## config.mk

```make
export PLATFORM = sky130hd
export DESIGN_NAME = bp_update_ctrl
export DESIGN_NICKNAME = d
export VERILOG_FILES = /design/src/rtl/bp_update_ctrl.sv
export SDC_FILE = /design/constraint.sdc
export NUM_CORES = 1
export LEC_CHECK = 0
export ABC_AREA = 1
export CORE_ASPECT_RATIO = 1.75
export CORE_UTILIZATION = 45
export DETAILED_ROUTE_END_ITERATION = 16
export GPL_TIMING_DRIVEN = 1
export HOLD_SLACK_MARGIN = 0.06
export MAX_ROUTING_LAYER = met4
export PLACE_DENSITY = 0.77
export SYNTH_ARGS = -nofsm -noshare
export SYNTH_HDL_FRONTEND = slang
export SYNTH_SLANG_ARGS = --single-unit
```

## constraint.sdc

```tcl
create_clock -name clk -period 2.9 [get_ports clk]
set_clock_uncertainty 0.15 [all_clocks]
set_input_delay 0.435 -clock clk [delete_from_list [all_inputs] [get_ports clk]]
set_output_delay 0.435 -clock clk [all_outputs]
set_load 0.005 [all_outputs]
```

## src/rtl/bp_update_ctrl.sv

```systemverilog
`default_nettype none
// ============================================================================
// Module   : bp_update_ctrl
// Purpose  : gshare PHT/BHSR sequencer: table init walk, queued update drain,
//            and mispredict redirect/flush generation.
// Revision : 1.0 - initial release
// ============================================================================
module bp_update_ctrl #(
    parameter int         IDX_W    = 5,
    parameter int         ENTRIES  = 32,
    parameter int         QDEPTH   = 4,
    parameter logic [1:0] INIT_VAL = 2'b11
) (
    input  logic             clk,
    input  logic             reset,
    input  logic             init_req,
    input  logic             res_valid,
    input  logic [31:0]      res_pc,
    input  logic [IDX_W-1:0] res_pht_idx,
    input  logic             res_pred_taken,
    input  logic             res_real_taken,
    input  logic [31:0]      res_target,
    input  logic             port_hold,
    output logic             init_busy,
    output logic             pht_we,
    output logic [IDX_W-1:0] pht_waddr,
    output logic             pht_wmode,
    output logic             pht_wtaken,
    output logic             bhsr_clear,
    output logic             bhsr_shift,
    output logic             bhsr_bit,
    output logic             stall_req,
    output logic             redirect_valid,
    output logic [31:0]      redirect_pc,
    output logic             flush,
    output logic [15:0]      branch_cnt,
    output logic [15:0]      mispred_cnt,
    output logic [7:0]       drop_cnt
);

    localparam int c_PTR_W = $clog2(QDEPTH);
    localparam int c_CNT_W = $clog2(QDEPTH + 1);
    localparam logic [c_CNT_W-1:0] c_FULL = c_CNT_W'(QDEPTH);
    localparam logic [IDX_W-1:0]   c_LAST = IDX_W'(ENTRIES - 1);

    // The predictor applies INIT_VAL on mode-0 writes; reject inconsistent sizing.
    generate
        if ((ENTRIES != (1 << IDX_W)) || ((QDEPTH & (QDEPTH - 1)) != 0) ||
            (INIT_VAL > 2'b11)) begin : g_param_check
            $error("bp_update_ctrl: inconsistent parameters");
        end
    endgenerate

    typedef enum logic [0:0] {
        S_INIT = 1'b0,
        S_RUN  = 1'b1
    } state_t;

    state_t             r_state;
    state_t             w_state_nxt;
    logic [IDX_W-1:0]   r_idx;
    logic [IDX_W-1:0]   w_idx_nxt;

    logic [IDX_W-1:0]   r_q_idx [QDEPTH];
    logic               r_q_tk  [QDEPTH];
    logic [c_PTR_W-1:0] r_wp;
    logic [c_PTR_W-1:0] r_rp;
    logic [c_CNT_W-1:0] r_count;

    logic w_init_wr;
    logic w_pop;
    logic w_push;
    logic w_drop;
    logic w_full;
    logic w_discard;
    logic w_mispred;

    assign w_full    = (r_count == c_FULL);
    assign stall_req = w_full;
    assign w_mispred = res_valid && (res_pred_taken != res_real_taken);

    always_ff @(posedge clk or posedge reset) begin
        if (reset) begin
            r_state <= S_INIT;
            r_idx   <= '0;
        end else begin
            r_state <= w_state_nxt;
            r_idx   <= w_idx_nxt;
        end
    end

    always_comb begin
        w_state_nxt = r_state;
        w_idx_nxt   = r_idx;
        w_init_wr   = 1'b0;
        w_pop       = 1'b0;
        w_discard   = 1'b0;
        if (init_req) begin
            w_state_nxt = S_INIT;
            w_idx_nxt   = '0;
            w_discard   = 1'b1;
        end else begin
            case (r_state)
                S_INIT: begin
                    w_init_wr = 1'b1;
                    w_idx_nxt = r_idx + IDX_W'(1);
                    if (r_idx == c_LAST) begin
                        w_state_nxt = S_RUN;
                    end
                end
                S_RUN: begin
                    w_pop = (r_count != '0) && !port_hold;
                end
                default: w_state_nxt = S_INIT;
            endcase
        end
        // A pop in the same cycle frees the slot a full-queue push needs.
        w_push = res_valid && !init_req && (!w_full || w_pop);
        w_drop = res_valid && !init_req && w_full && !w_pop;
    end

    always_ff @(posedge clk or posedge reset) begin
        if (reset) begin
            r_wp    <= '0;
            r_rp    <= '0;
            r_count <= '0;
        end else if (w_discard) begin
            r_wp    <= '0;
            r_rp    <= '0;
            r_count <= '0;
        end else begin
            if (w_push) r_wp <= r_wp + c_PTR_W'(1);
            if (w_pop)  r_rp <= r_rp + c_PTR_W'(1);
            if (w_push && !w_pop)      r_count <= r_count + c_CNT_W'(1);
            else if (w_pop && !w_push) r_count <= r_count - c_CNT_W'(1);
        end
    end

    always_ff @(posedge clk) begin
        if (w_push) begin
            r_q_idx[r_wp] <= res_pht_idx;
            r_q_tk[r_wp]  <= res_real_taken;
        end
    end

    always_ff @(posedge clk or posedge reset) begin
        if (reset) begin
            init_busy      <= 1'b1;
            pht_we         <= 1'b0;
            pht_waddr      <= '0;
            pht_wmode      <= 1'b0;
            pht_wtaken     <= 1'b0;
            bhsr_clear     <= 1'b0;
            bhsr_shift     <= 1'b0;
            bhsr_bit       <= 1'b0;
            redirect_valid <= 1'b0;
            redirect_pc    <= '0;
            flush          <= 1'b0;
            branch_cnt     <= '0;
            mispred_cnt    <= '0;
            drop_cnt       <= '0;
        end else begin
            init_busy  <= w_init_wr || init_req;
            pht_we     <= w_init_wr || w_pop;
            pht_waddr  <= w_init_wr ? r_idx : (w_pop ? r_q_idx[r_rp] : '0);
            pht_wmode  <= w_pop;
            pht_wtaken <= w_pop && r_q_tk[r_rp];
            bhsr_clear <= w_init_wr && (r_idx == '0);
            bhsr_shift <= w_pop;
            bhsr_bit   <= w_pop && r_q_tk[r_rp];

            redirect_valid <= w_mispred;
            flush          <= w_mispred;
            if (w_mispred) begin
                redirect_pc <= res_real_taken ? res_target : (res_pc + 32'd4);
            end

            if (res_valid && (branch_cnt != 16'hFFFF))  branch_cnt  <= branch_cnt + 16'd1;
            if (w_mispred && (mispred_cnt != 16'hFFFF)) mispred_cnt <= mispred_cnt + 16'd1;
            if (w_drop && (drop_cnt != 8'hFF))          drop_cnt    <= drop_cnt + 8'd1;
        end
    end

endmodule
`default_nettype wire

```

== Yosys cells after proc, flatten, opt, wreduce, memory -nomap -nowiden ==
Memory sizes are Yosys's and may differ from the RTL's.
Index checks and enable logic that the tools add are counted.
Storage, ports and cells
  register bits after elaboration: 96
  RAM bits: 24
  bits of input ports: 76
  logic and storage cells: 82
  memories: 2
Memory list
  r_q_idx: words 4, bits a word 5, read ports 1, clocked after memory_dff 0, wr ports 1, RTL line 64  | logic [IDX_W-1:0] r_q_idx [QDEPTH];
  r_q_tk: words 4, bits a word 1, read ports 1, clocked after memory_dff 0, wr ports 1, RTL line 65  | logic r_q_tk [QDEPTH];
Cells by class
  add/subtract/negate cells: 9
  equal/unequal tests: 7
  muxes and demuxes: 22
  reduce and logical (&&, ||, !) cells: 26
Operators by type and width (count)
  $add 16x1->16 const B: 2
  $add 32x3->32 const B: 1
  $mux 32: 1
  $ne 16x16->1 const B: 2
  $mux 5: 4
  $logic_and 1x1->1: 13
  $mux 1: 10
  $mux 3: 3
  $add 8x1->8 const B: 1
  $mux 2: 4
  $ne 8x8->1 const B: 1
  $reduce_bool 3->1: 2
  $add 5x1->5 const B: 1
  $eq 5x5->1 const B: 1
  $logic_not 1->1: 5
  $logic_not 5->1: 1
  $add 2x1->2 const B: 2
  $reduce_bool 2->1: 2
  $add 3x1->3 const B: 1
  $eq 3x3->1 const B: 1
  $logic_or 1x1->1: 3
  $sub 3x1->3 const B: 1
  $ne 2x2->1 const B: 1
  $ne 1x1->1: 1

== Depth between registers and ports, before layout ==
Gate-level depths: netlist of run 1.
  depth after elaboration: 11
  depth in mapped cells: 12

== Worst setup path after synthesis of run 1 ==
Ideal clock, no wire load.
  path kind: input port to flip-flop
  from: input port_hold
  to: register r_count[2]
  setup time: 0.116 ns
  data arrival time: 1.638 ns
  required time: 2.634 ns
  path slack: 0.996 ns
  stages: 11
  cell sequence: nor2_2 nand3_2 nand3_1 inv_1 fa_1 xnor2_1 inv_1 nand2_1 nand2_1 nand2_1 nand2_1
Between the ends
  word-level cells in the longest chain between the ends: 9
  elaborated cells between the ends (all ways): 13
Ends and longest elaborated chain
  start: declaration: RTL line 23  | input logic port_hold,
  $logic_not 1->1 *: RTL line 112  | w_pop = (r_count != '0) && !port_hold;
  $logic_and 1x1->1 *: RTL line 112
  $mux 1 *: RTL line 103  | case (r_state)
  $mux 1 *: RTL line 98  | if (init_req) begin
  $logic_or 1x1->1: RTL line 118  | w_push = res_valid && !init_req && (!w_full || w_pop);
  $logic_and 1x1->1: RTL line 118
  $logic_and 1x1->1 / $logic_not 1->1 (equally long branches): RTL line 134, 135
  $mux 3 / $logic_and 1x1->1 (equally long branches): RTL line 134, 135
  $mux 3 / $reduce_bool 3->1 (equally long branches)
  end signal: assignment: RTL line 134  | if (w_push && !w_pop) r_count <= r_count + c_CNT_W'(1);
  end signal: assignment: RTL line 135  | else if (w_pop && !w_push) r_count <= r_count - c_CNT_W'(1);
  end: declaration: RTL line 68  | logic [c_CNT_W-1:0] r_count;
Every way passes the cells marked *; elsewhere a longest branch is shown, timed or not.
A chain may end at the register's enable or synchronous reset.

== Worst setup path after layout of run 1 ==
  from: register r_count[1]
  to: output stall_req
Between the ends
  word-level cells in the longest chain between the ends: 1
Ends and longest elaborated chain
  $eq 3x3->1: RTL line 78  | assign w_full = (r_count == c_FULL);
  end: declaration: RTL line 32  | output logic stall_req,
Every way passes these cells.

==> results.sh, run 1 <==
export IMPL_status="finished, final reports clean"
export IMPL_post_layout_minimum_cycle_time_ns=2.22
export IMPL_powerDensity_mw_per_mm2=617
export IMPL_grt_first_pass_wirelength_mm=29.1
export IMPL_worst_ep_required_time_ns=2.32
export IMPL_avgRoutedWirePerCell_um=14.2
export IMPL_drv_max_cap_violation_count=0
export IMPL_timing_slew_headroom_pct=66.0
export IMPL_layout_worst_path_cycle_share_pct=76.4
export IMPL_ir_worst_vdd_v=0.000343
export IMPL_most_used_cells_in_the_layout_excluding_fill_and_tap_cells="nand2_1 (299), clkdlybuf4s50_1 (162), nor2_1 (136)"
export IMPL_core_area_mm2=0.0145
export IMPL_drt_antenna_net_count=0
export IMPL_setup_violations_final=0
export IMPL_routabilityCongestion=0.950
export IMPL_grt_max_degree=79
export IMPL_n_antenna_cell=0
export IMPL_ios=163
export IMPL_die_h_um=164
export IMPL_area_sequential_mm2=0.00312
export IMPL_cts_setup_buffers=0
export IMPL_total_congestion_overflow_after_global_routing=0
export IMPL_ys_warnings_count=0
export IMPL_clk_root_buffer_cell="clkbuf_16"
export IMPL_clock_sinks=120
export IMPL_design_die_area_mm2=0.0155
export IMPL_htreeDepth=4
export IMPL_yosys_register_bits=120
export IMPL_timing_setup_critical_path_class="reg2out"
export IMPL_p_leak_nw=4.07
export IMPL_clk_latency_ns=0.41
export IMPL_areaGrowthSynthToFinish_pct=35.2
export IMPL_avgSynthCellArea_um2=7.46
export IMPL_via_count=6386
export IMPL_mappedNetlistArea_mm2=0.00673
export IMPL_worstReg2RegStart="r_state"
export IMPL_number_of_instances_in_the_synthesized_netlist=901
export IMPL_critPathBufInv=1
export IMPL_fin_tns_setup_ns=0
export IMPL_first_global_vias=6312
export IMPL_final_hold_violation_count=0
export IMPL_power_mw=5.61
export IMPL_endpoint_kind="output pin"
export IMPL_crit_start="r_count[1]"
export IMPL_cts_repair_resizes=0
export IMPL_path_delay_family="buffers and inverters"
export IMPL_globalRouteTotalUtil_pct=25.2
export IMPL_maxClockFrequency_mhz=451
export IMPL_tightest_slew_ns=0.507
export IMPL_post_layout_nonfiller_instances=1260
export IMPL_critical_path_arrival_ns=1.63
export IMPL_floorplan_die_width_um=94.4
export IMPL_crit_path_start_kind="flip-flop"
export IMPL_r2r_worst_path_cells=12
export IMPL_vias_per_cell=5.07
export IMPL_slew_viol_final=0
export IMPL_synth_seq_area_share_pct=46.5
export IMPL_layout_filler_cells=1273
export IMPL_cts_tree="yes"
export IMPL_worst_r2r_endpoint="r_count[2]"
export IMPL_crit_path_max_fanout=3
export IMPL_cp_cell_sequence="nor3_2 > clkdlybuf4s50_1"
export IMPL_unrepaired_setup_endpoints_after_global_routing="no"
export IMPL_dr_pass1_iters=4
export IMPL_post_synth_num_cell_types=35
export IMPL_crit_path_top_delay_cell="clkdlybuf4s50_1"
export IMPL_worst_path_stages=2
export IMPL_antenna_found_initial=0
export IMPL_cts_inserted_buffers=17
export IMPL_longest_individual_stage_delay_on_the_worst_path_ns=0.54
export IMPL_port_buffers=162
export IMPL_placedCellCount=1228
export IMPL_ctsLongestPathBuffers=2
export IMPL_multiInputGateArea_mm2=0.00313
export IMPL_mappedNetlistNets=989
export IMPL_drt_wl_total_mm=18.0
export IMPL_nNetsFinal=1155
export IMPL_hold_path_class="in2async"
export IMPL_route_detailed_drc=0
export IMPL_r2r_slack_ns=0.77
export IMPL_place_hpwl_mm=13.8
export IMPL_num_rows=58
export IMPL_commonest_non_fill_non_tap_cell_in_the_layout="nand2_1"
export IMPL_post_cts_hold_buffer_count=0
export IMPL_drt_iter0_drc=228
export IMPL_final_layout_size_suffix_gt1_share_pct=6.20
export IMPL_clk_pin_slew_ns=0.06
export IMPL_crit_end="stall_req"
export IMPL_initial_utilization_pct=46.3
export IMPL_timing_hold_ws_ns=0.242
==> stage by stage <==
step           utilization (%)  setup slack [ns]  cell area (µm²)
2_1_floorplan                -             0.996             6730
3_3_place_gp              58.7             0.418             8520
3_5_place_dp              58.7             0.348             8520
4_1_cts                   62.7             0.689             9090
5_1_grt                   62.7             0.571             9090
6_report                  62.7             0.684             9090
==> registers in the layout (all words and copies together) (netlist names), 2 cells and up <==
register,cells
redirect_pc,32
r_idx,5
branch_cnt,16
r_wp,2
pht_waddr,5
mispred_cnt,16
r_q_idx,20
r_count,3
drop_cnt,8
r_q_tk,4
r_rp,2
==> power breakdown <==
part           switching (mW)  internal [mW]
clock network           0.892           1.14
registers               0.260           1.97
logic                   0.633          0.710
==> layer usage <==
layer  track usage [%]  share of wire, %
met3              4.95               4.1
met1              26.0                38
met2              45.0                55
met5                 -                 0
met4              12.3               3.4
==> cells by family (layout without fill, tap and decap cells) <==
logic type               Yosys count  in the layout  synth area share (%)
AO/OA/AOI/OAI                     92             92                  7.27
XOR/XNOR                          35             35                  4.56
AND/OR/NAND/NOR                  530            530                  32.3
flip-flops                       120            120                  46.5
adder cells (fa/ha/maj)           12             12                  2.34
buffers and inverters            112            291                  7.03
==> synth_stat cells <==
library cell	number	area [µm²]
dfrtp_1	95	2380
o211ai_1	1	7.51
a21oi_1	20	100
o22ai_1	5	31.3
or2_2	1	6.26
nor3_2	1	10.0
nor2_1	136	510
dfstp_2	1	26.3
buf_4	7	52.6
nand3b_1	3	22.5
edfxtp_1	24	721
nor2_2	6	37.5
nor3_1	12	60.1
buf_2	6	30.0
a31oi_1	4	25.0
nand2_1	299	1120
inv_1	85	319
o21ai_1	14	70.1
fa_1	1	20.0
buf_1	1	3.75
nand4_1	11	68.8
buf_6	1	11.3
clkbuf_1	7	26.3
o21ai_2	4	35.0
nand2_2	6	37.5
ha_1	11	138
xnor2_1	19	166
buf_8	1	15.0
o21ai_0	44	220
xor2_1	16	140
nor2_4	1	11.3
nand3_4	1	17.5
inv_2	4	15.0
nand3_1	52	260
nand3_2	1	10.0
==> area by class of cell <==
type | count | share of cell area [%]
Clock buffer | 17 | 4.68
Clock inverter | 15 | 1.62
Inverter | 89 | 3.71
Multi-Input combinational cell | 669 | 34.4
Sequential cell | 120 | 34.4
Tap cell | 180 | 2.48
Timing Repair Buffer | 170 | 18.8
==> worst min-delay path by stage <==
stage / end / from / depth (start not counted) / slack (ns)
after floorplan: bhsr_clear / r_idx[4] / 1 / 0.29
after global placement: redirect_pc[30] / redirect_pc[30] / 2 / 0.31
after detailed placement: redirect_pc[20] / redirect_pc[20] / 2 / 0.32
after CTS: redirect_pc[25] / reset / 2 / 0.24
after global routing: drop_cnt[2] / reset / 2 / 0.28
final: mispred_cnt[2] / reset / 2 / 0.24
Note: power is estimated with default switching activity, not from simulation.
==> run 2, diff against run 1 <==
Settings changed: CORE_UTILIZATION 45 to 50, PLACE_DENSITY 0.77 to 0.81.
Clock period 2.9 ns to 2.18 ns, I/O delays scaled along.
==> results.sh, run 2 (synthesis gave the netlist of run 1 again) <==
export IMPL_vias_per_cell=5.13
export IMPL_ctsLongestPathBuffers=2
export IMPL_drv_max_cap_violation_count=0
export IMPL_post_cts_hold_buffer_count=0
export IMPL_timing_slew_headroom_pct=65.7
export IMPL_crit_path_top_delay_cell="dfrtp_1"
export IMPL_critical_path_arrival_ns=2.23
export IMPL_route_detailed_drc=0
export IMPL_maxClockFrequency_mhz=483
export IMPL_final_hold_violation_count=0
export IMPL_grt_first_pass_wirelength_mm=29.5
export IMPL_top_registers="redirect_pc x32, r_q_idx x20"
export IMPL_ios=163
export IMPL_htreeDepth=4
export IMPL_power_clock_fraction_pct=36.6
export IMPL_die_h_um=155
export IMPL_grt_max_degree=97
export IMPL_clk_root_buffer_cell="clkbuf_16"
export IMPL_largest_register_ff_count=32
export IMPL_path_delay_family="simple AND/OR/NAND/NOR gates"
export IMPL_power_mw=7.64
export IMPL_place_worst_setup_slack_ns=-0.0681
export IMPL_clk_pin_slew_ns=0.06
export IMPL_cts_tree="yes"
export IMPL_layout_worst_path_cycle_share_pct=95.0
export IMPL_crit_path_max_fanout=3
export IMPL_cp_cell_sequence="inv_2 > nor3_4 > inv_1 > nand3_1 > inv_1 > fa_1 > xnor2_2 > inv_1 > nand2_1 > nand2_1 > nand2_1 > nand2_1"
export IMPL_clock_sinks=120
export IMPL_largest_register="redirect_pc"
export IMPL_status="finished, final reports clean"
export IMPL_total_congestion_overflow_after_global_routing=0
export IMPL_drt_antenna_net_count=0
export IMPL_areaGrowthSynthToFinish_pct=39.5
export IMPL_setup_violations_final=0
export IMPL_p_leak_nw=4.26
export IMPL_worstReg2RegStart="r_count[2]"
export IMPL_design_die_area_mm2=0.0139
export IMPL_core_area_mm2=0.0130
export IMPL_commonest_non_fill_non_tap_cell_in_the_layout="nand2_1"
export IMPL_place_hpwl_mm=13.9
export IMPL_tightest_slew_ns=0.515
export IMPL_drt_iter0_drc=319
export IMPL_critPathBufInv=4
export IMPL_power_switching_fraction_pct=29.5
export IMPL_internal_power_mw=5.39
export IMPL_dr_pass1_iters=5
export IMPL_endpoint_kind="flip-flop"
export IMPL_cpMostUsedCell="nand2_1"
export IMPL_final_layout_size_suffix_gt1_share_pct=8.99
export IMPL_post_layout_minimum_cycle_time_ns=2.07
export IMPL_seq_power_share_pct=38.7
export IMPL_globalRouteTotalUtil_pct=28.9
export IMPL_post_route_design_area_mm2=0.00938
export IMPL_cts_inserted_buffers=17
export IMPL_clk_latency_ns=0.41
export IMPL_avgRoutedWirePerCell_um=14.4
export IMPL_crit_start="r_count[2]"
export IMPL_antenna_found_initial=0
export IMPL_timing_setup_critical_path_class="reg2reg"
export IMPL_worst_ep_required_time_ns=2.34
export IMPL_longest_individual_stage_delay_on_the_worst_path_ns=0.43
export IMPL_drt_wl_total_mm=18.4
export IMPL_switching_component_of_the_power_mw=2.25
export IMPL_routabilityCongestion=1.01
export IMPL_slew_viol_final=0
export IMPL_fin_tns_setup_ns=0
export IMPL_crit_path_start_kind="flip-flop"
export IMPL_most_used_cells_in_the_layout_excluding_fill_and_tap_cells="nand2_1 (299), clkdlybuf4s50_1 (161), nor2_1 (135)"
export IMPL_hold_path_class="in2async"
export IMPL_initial_utilization_pct=51.7
export IMPL_first_global_vias=6622
export IMPL_powerDensity_mw_per_mm2=814
export IMPL_nNetsFinal=1187
export IMPL_num_rows=55
export IMPL_post_route_worst_setup_slack_ns=0.109
export IMPL_ir_worst_vdd_v=0.000518
export IMPL_power_share_combinational_pct=24.7
export IMPL_placed_area_mm2=0.00876
export IMPL_port_buffers=162
export IMPL_floorplan_die_width_um=89.7
export IMPL_via_count=6578
export IMPL_n_antenna_cell=0
-- run 2: cell types whose count changed in the layout (fill, tap and decap cells not counted), sizes merged --
cell and change:
bufinv +2, inv -9, clkinv +5, clkdlybuf4s50 -1
dlymetal6s2s +1, buf +32, clkbuf +2
-- run 2: what timing repair did --
action,4_1_cts,5_1_grt
setup buffers,0,1
setup endpoints to repair,0,5
resized for setup,0,5
-- run 2: layer usage --
metal	global-route usage, %	vias up	routed length, µm
met3	4.99	78	720
met5	-	-	0
met4	18.6	0	1120
met1	27.3	3040	6390
li1	-	3252	-
met2	51.9	208	10200
-- run 2: path summary, 6_finish.rpt --
check	cells after the start	end	slack, ns
hold / removal	3	bhsr_clear	0.28
setup reg to reg	12	r_count[2]	0.11
setup / recovery	12	r_count[2]	0.11
min in group clk	2	redirect_pc[20]	0.33
max in group asynchronous	3	redirect_pc[15]	1.22
hold reg to reg	2	redirect_pc[20]	0.33
-- run 2: metrics by stage --
step,util (%),hold slack [ns],instances
after floorplan,-,0.250,901
after global placement,67.3,0.306,1250
after detailed placement,67.3,0.314,1250
after CTS,71.9,0.300,1282
after global routing,72.1,0.339,1283
final,72.1,0.281,1283
-- run 2: power groups by stage --
stage	Sequential, mW	Clock (mW)	Combinational, mW
floorplan	2.94	0	0.859
global placement	2.98	0	1.81
detailed placement	2.98	0	1.86
CTS	2.95	2.84	1.88
global route	3.01	2.94	2.09
finish	2.96	2.79	1.88
-- run 2: final cells by class --
cell class / instances / area, µm²
tap: 171 / 214
clock buffer: 19 / 454
inverter: 89 / 338
sequential: 120 / 3120
timing repair buffer: 202 / 1960
clock inverter: 13 / 143
multi-input combinational: 669 / 3140
fill: 994 / 3630
-- run 2: worst reg2reg max path: stages (launching register included) --
cell,delay (ns)
dfrtp_1,0.43
inv_2,0.08
nor3_4,0.23
inv_1,0.06
nand3_1,0.10
inv_1,0.07
fa_1,0.41
xnor2_2,0.16
inv_1,0.06
nand2_1,0.06
nand2_1,0.06
nand2_1,0.06
nand2_1,0.04
==> variant 1, RTL diff (flow settings as in run 1) <==
Take the reset off `pht_waddr` and load it in a clocked block of its own.
--- a/src/rtl/bp_update_ctrl.sv
+++ b/src/rtl/bp_update_ctrl.sv
@@ -148,5 +148,4 @@
             init_busy      <= 1'b1;
             pht_we         <= 1'b0;
-            pht_waddr      <= '0;
             pht_wmode      <= 1'b0;
             pht_wtaken     <= 1'b0;
@@ -163,5 +162,4 @@
             init_busy  <= w_init_wr || init_req;
             pht_we     <= w_init_wr || w_pop;
-            pht_waddr  <= w_init_wr ? r_idx : (w_pop ? r_q_idx[r_rp] : '0);
             pht_wmode  <= w_pop;
             pht_wtaken <= w_pop && r_q_tk[r_rp];
@@ -182,4 +180,8 @@
     end
 
+    always_ff @(posedge clk) begin
+        pht_waddr <= w_init_wr ? r_idx : (w_pop ? r_q_idx[r_rp] : '0);
+    end
+
 endmodule
 `default_nettype wire
Check against the original RTL: differs if reset is asserted again (counterexample within 4 cycles, from zero or initial values and one cycle with reset high); with reset held inactive, the same outputs for 10 cycles.
==> variant 1 against run 1 <==
  * Sequential cell count is the same
  * Total power grew 0.93%
  * Count of clock-buffer cells in the layout grew 1
  * Design area grew 0.37%
  * Area after synthesis is essentially flat
  * Worst setup slack lost 23 ps
  * Die area is essentially flat
  * Routed wire length grew 1.4%
  * Critical endpoint unchanged
  * Largest cell class unchanged
==> variant 1: results (changes against run 1) <==
stage,metric,value,unit,change
power,Internal Power,3.873,mW,+1.3%
power,Peak VDD IR,345.1,µV,+0.57%
drt,met2 wire length,10020,µm,+2.0%
grt,initial antenna violation count,0,,unchanged
grt,vias in the first global route,6516,,+3.2%
yosys,synthesized area per cell,7.484,µm²,+0.26%
placement,GPL Wtd Cong,1.030,,+8.4%
grt,grt met1 use,0.2596,,-0.0003897
worst_hold_path,Worst Hold Class,reg2reg,,
drt,wire length on met3,905,µm,+23%
cts,H-tree levels,4,,unchanged
yosys,most instantiated cells after synthesis,"nand2_1, nor2_1, dfrtp_1",,
run_status,status,"complete, no violations",,
placement,Post-DP HPWL,14030,µm,+2.0%
placement,Post-Place Setup Slack,336.4,ps,-11.88 ps
cells_and_area,share of layout cells above drive strength 1,0.06957,,+0.007536
placement,post-placement cell area,0.008536,mm²,+0.16%
yosys,Mapped Nets,987,,-0.20%
power,Clk pwr share,0.369,,+0.006
placement,Post-Place Cells,1226,,-0.16%
drt,DRT Pass-1 Iters,5,,+1
grt,pin count of the biggest net entering global routing,92,,+16%
timing,final worst slack,661.1,ps,-23.26 ps
power,power per cell area,620.0,mW/mm²,+0.56%
yosys,async set-or-reset flop fraction in the synthesized netlist,0.7583,,-0.04167
grt,M3 GR Usage,0.06065,,+0.01111
grt,first-pass GRT wire length,30180,µm,+3.7%
drt,met1 wire length,6486,µm,-4.5%
drt,via/cell ratio,5.075,,+0.13%
timing,Worst slew margin,0.6484,,-0.01206
timing,Min Hold Slack,328.5,ps,+86.07 ps
yosys,sequential fraction of the synthesis area,0.4607,,-0.003892
cells_and_area,filler instances,1306,,+2.6%
yosys,Synth area leaders,"dfrtp_1, nand2_1, edfxtp_1",,
drt,Post-Route WL,18200,µm,+1.4%
drt,DR iter-0 viols,285,,+25%
setup_path,flop-to-flop setup slack,730,ps,-40 ps
grt,met2 Use GR,0.4677,,+0.01812
variant 1: cell count changes after synthesis, moves of 3 or more:
cell	before	now
buf_4	7	4
buf_6	1	4
clkbuf_1	7	10
dfrtp_1	95	90
dfxtp_1	0	5
nand2_1	299	295
nand3_2	1	4
nor2_1	136	139
o21ai_0	44	50
o21ai_1	14	4
o21ai_2	4	8
variant 1: layout make-up:
type	count	area, µm²	share of cell area
clock buffer	18	450.4	0.04934
multi-input combinational	666	3152	0.3453
tap	180	225.2	0.02467
timing repair buffer	169	1712	0.1875
inverter	91	347.8	0.03810
sequential	120	3099	0.3395
clock inverter	14	142.6	0.01563
variant 1: cells by family (layout without fill, tap and decap cells):
group,Yosys count,after routing,synth area share
fa+ha+maj,12,12,0.02343
xor+xnor,34,34,0.04538
simple gates,530,530,0.3262
compound gates,90,90,0.07346
buf+inv,113,292,0.07086
flops,120,120,0.4607
variant 1: tightest hold or removal path, stage by stage (launching register included):
cell	delay (ps)
dfrtp_1	340
nand2_1	50
nand2_1	50
==> variant 2, RTL diff (settings of run 1) <==
Without the edit above. The parameter `QDEPTH` goes from 4 to 2.
--- a/src/rtl/bp_update_ctrl.sv
+++ b/src/rtl/bp_update_ctrl.sv
@@ -9,5 +9,5 @@
     parameter int         IDX_W    = 5,
     parameter int         ENTRIES  = 32,
-    parameter int         QDEPTH   = 4,
+    parameter int         QDEPTH   = 2,
     parameter logic [1:0] INIT_VAL = 2'b11
 ) (
Behaviour: not the same (Yosys sat finds a counterexample within 4 cycles, from zero or initial values and one cycle with reset high).
==> variant 2 against run 1 <==
  * Sequential power fell by 13%
  * Worst setup slack better by 13 ps
  * Area after synthesis is 9.8% lower
  * First-iteration DRC count grew 33%
  * Sequential share of layout area fell by 1.3 points
  * Critical path depth rose by 2
  * Sequential cell count decreased by 15
  * Routed wire length shrank 1.2%
  * Total power down 23%
  * Hold slack got worse by 71 ps
  * Count of clock-buffer cells in the layout shrank 8
  * Design area down 11%
  * Largest cell class unchanged
==> variant 2: results (changes against run 1) <==
stage,metric,value,unit,change
power,net switching power,1.375,mW,-23%
setup_path,CP arrival,1620,ps,
yosys,most instantiated cells after synthesis,"nand2_1, nor2_1, dfrtp_1",,
cts,Post-CTS Setup Inserts,0,,unchanged
drt,via/cell ratio,5.085,,+0.33%
run_status,status,"complete, no violations",,
drt,Post-Route WL,17740,µm,-1.2%
cells_and_area,NumNets Final,1075,,-6.9%
yosys,Synth area leaders,"dfrtp_1, nand2_1, nor2_1",,
setup_path,crit path max fanout,5,,+2
placement,GPL Wtd Cong,1.017,,+7.1%
drt,DRT Pass-1 Iters,7,,+3
cts,CTS buffer count,9,,-8
yosys,async set-or-reset flop fraction in the synthesized netlist,0.8857,,+0.08571
placement,PortBufs,162,,unchanged
cells_and_area,Largest regs,"redirect_pc (32), branch_cnt (16), mispred_cnt (16)",,
setup_path,Crit path max-delay family,buffers and inverters,,
power,Leak,3.693,nW,-9.2%
power,Peak VDD IR,306.7,µV,-11%
worst_hold_path,Worst Hold Class,in2async,,
yosys,sequential fraction of the synthesis area,0.4435,,-0.02110
cts,clk_lat worst skew,350,ps,-60 ps
cts,post-cts sizing count,0,,unchanged
grt,global route overflow,0,,unchanged
yosys,Mapped Nets,915,,-7.5%
cts,CTS max path bufs,2,,unchanged
cts,CTS root buffer,clkbuf_16,,
yosys,Synth cell types,35,,unchanged
cells_and_area,share of layout cells above drive strength 1,0.06720,,+0.005165
yosys,Synth Warn #,0,,unchanged
placement,Post-Place Setup Slack,466.9,ps,+118.6 ps
grt,vias in the first global route,5832,,-7.6%
drt,DR iter-0 viols,304,,+33%
placement,post-placement cell area,0.007856,mm²,-7.8%
placement,Post-DP HPWL,13920,µm,+1.2%
yosys,synthesized area per cell,7.288,µm²,-2.4%
grt,pin count of the biggest net entering global routing,59,,-25%
cells_and_area,# diodes,0,,unchanged
timing,Worst slew margin,0.6686,,+0.008157
setup_path,startpoint types,flop,,
grt,first-pass GRT wire length,28550,µm,-1.9%
setup_path,CP max stage cell,clkdlybuf4s50_1,,
grt,initial antenna violation count,0,,unchanged
grt,Total GRT Usage,0.2716,,+0.01911
yosys,"EDFF count, synth",12,,-50%
drt,Via Count,5939,,-7.0%
setup_path,"slowest stage delay, CP",500,ps,-40 ps
cts,H-tree levels,3,,-1
placement,Post-Place Cells,1152,,-6.2%
timing,Setup TNS Final,0,ps,unchanged
cts,Clock Pin Slew Worst Setup and Hold Paths,70,ps,
[variant 2: logic make-up after synthesis]
| logic type | count (synthesis) | share of synthesized area |
|---|---|---|
| DFF | 105 | 0.4435 |
| xor gates and xnor gates | 31 | 0.04478 |
| buffers and inverters | 100 | 0.07161 |
| adders and majority gates | 7 | 0.01444 |
| and+or+nand+nor | 523 | 0.3615 |
| AOI/OAI and AO/OA | 66 | 0.06418 |
[variant 2: final cells by class]
cell class / count / area [µm²]
clock inverter: 7 / 55.05
tap: 171 / 214.0
timing repair buffer: 171 / 1714
inverter: 78 / 299.0
sequential: 105 / 2689
fill: 1179 / 4870
clock buffer: 9 / 225.2
multi-input combinational: 627 / 2940
[variant 2: final timing paths]
kind	startpoint	to	slack (ps)	cells after the start
max	r_count[0]	stall_req	700	4
min	reset	branch_cnt[1]	170	2
min in group clk	r_idx[4]	bhsr_clear	330	1
max reg2reg	mispred_cnt[0]	mispred_cnt[5]	730	8
min reg2reg	r_idx[4]	bhsr_clear	330	1
max in group asynchronous	reset	redirect_pc[8]	1780	3
[variant 2: power by group through the flow]
stage / clock, mW / sequential [mW] / combinational (mW)
6_report: 1.17 / 1.94 / 1.22
5_1_grt: 1.26 / 1.98 / 1.35
4_1_cts: 1.19 / 1.94 / 1.23
3_5_place_dp: 0 / 1.97 / 1.22
3_3_place_gp: 0 / 1.96 / 1.20
2_1_floorplan: 0 / 1.94 / 0.549
[variant 2: layer usage]
layer / track usage / up-vias / wire, µm
met3: 0.03801 / 49 / 661
met5: - / - / 0
met4: 0.1366 / 0 / 816
met1: 0.2781 / 2756 / 6426
met2: 0.5029 / 188 / 9832
li1: - / 2946 / -
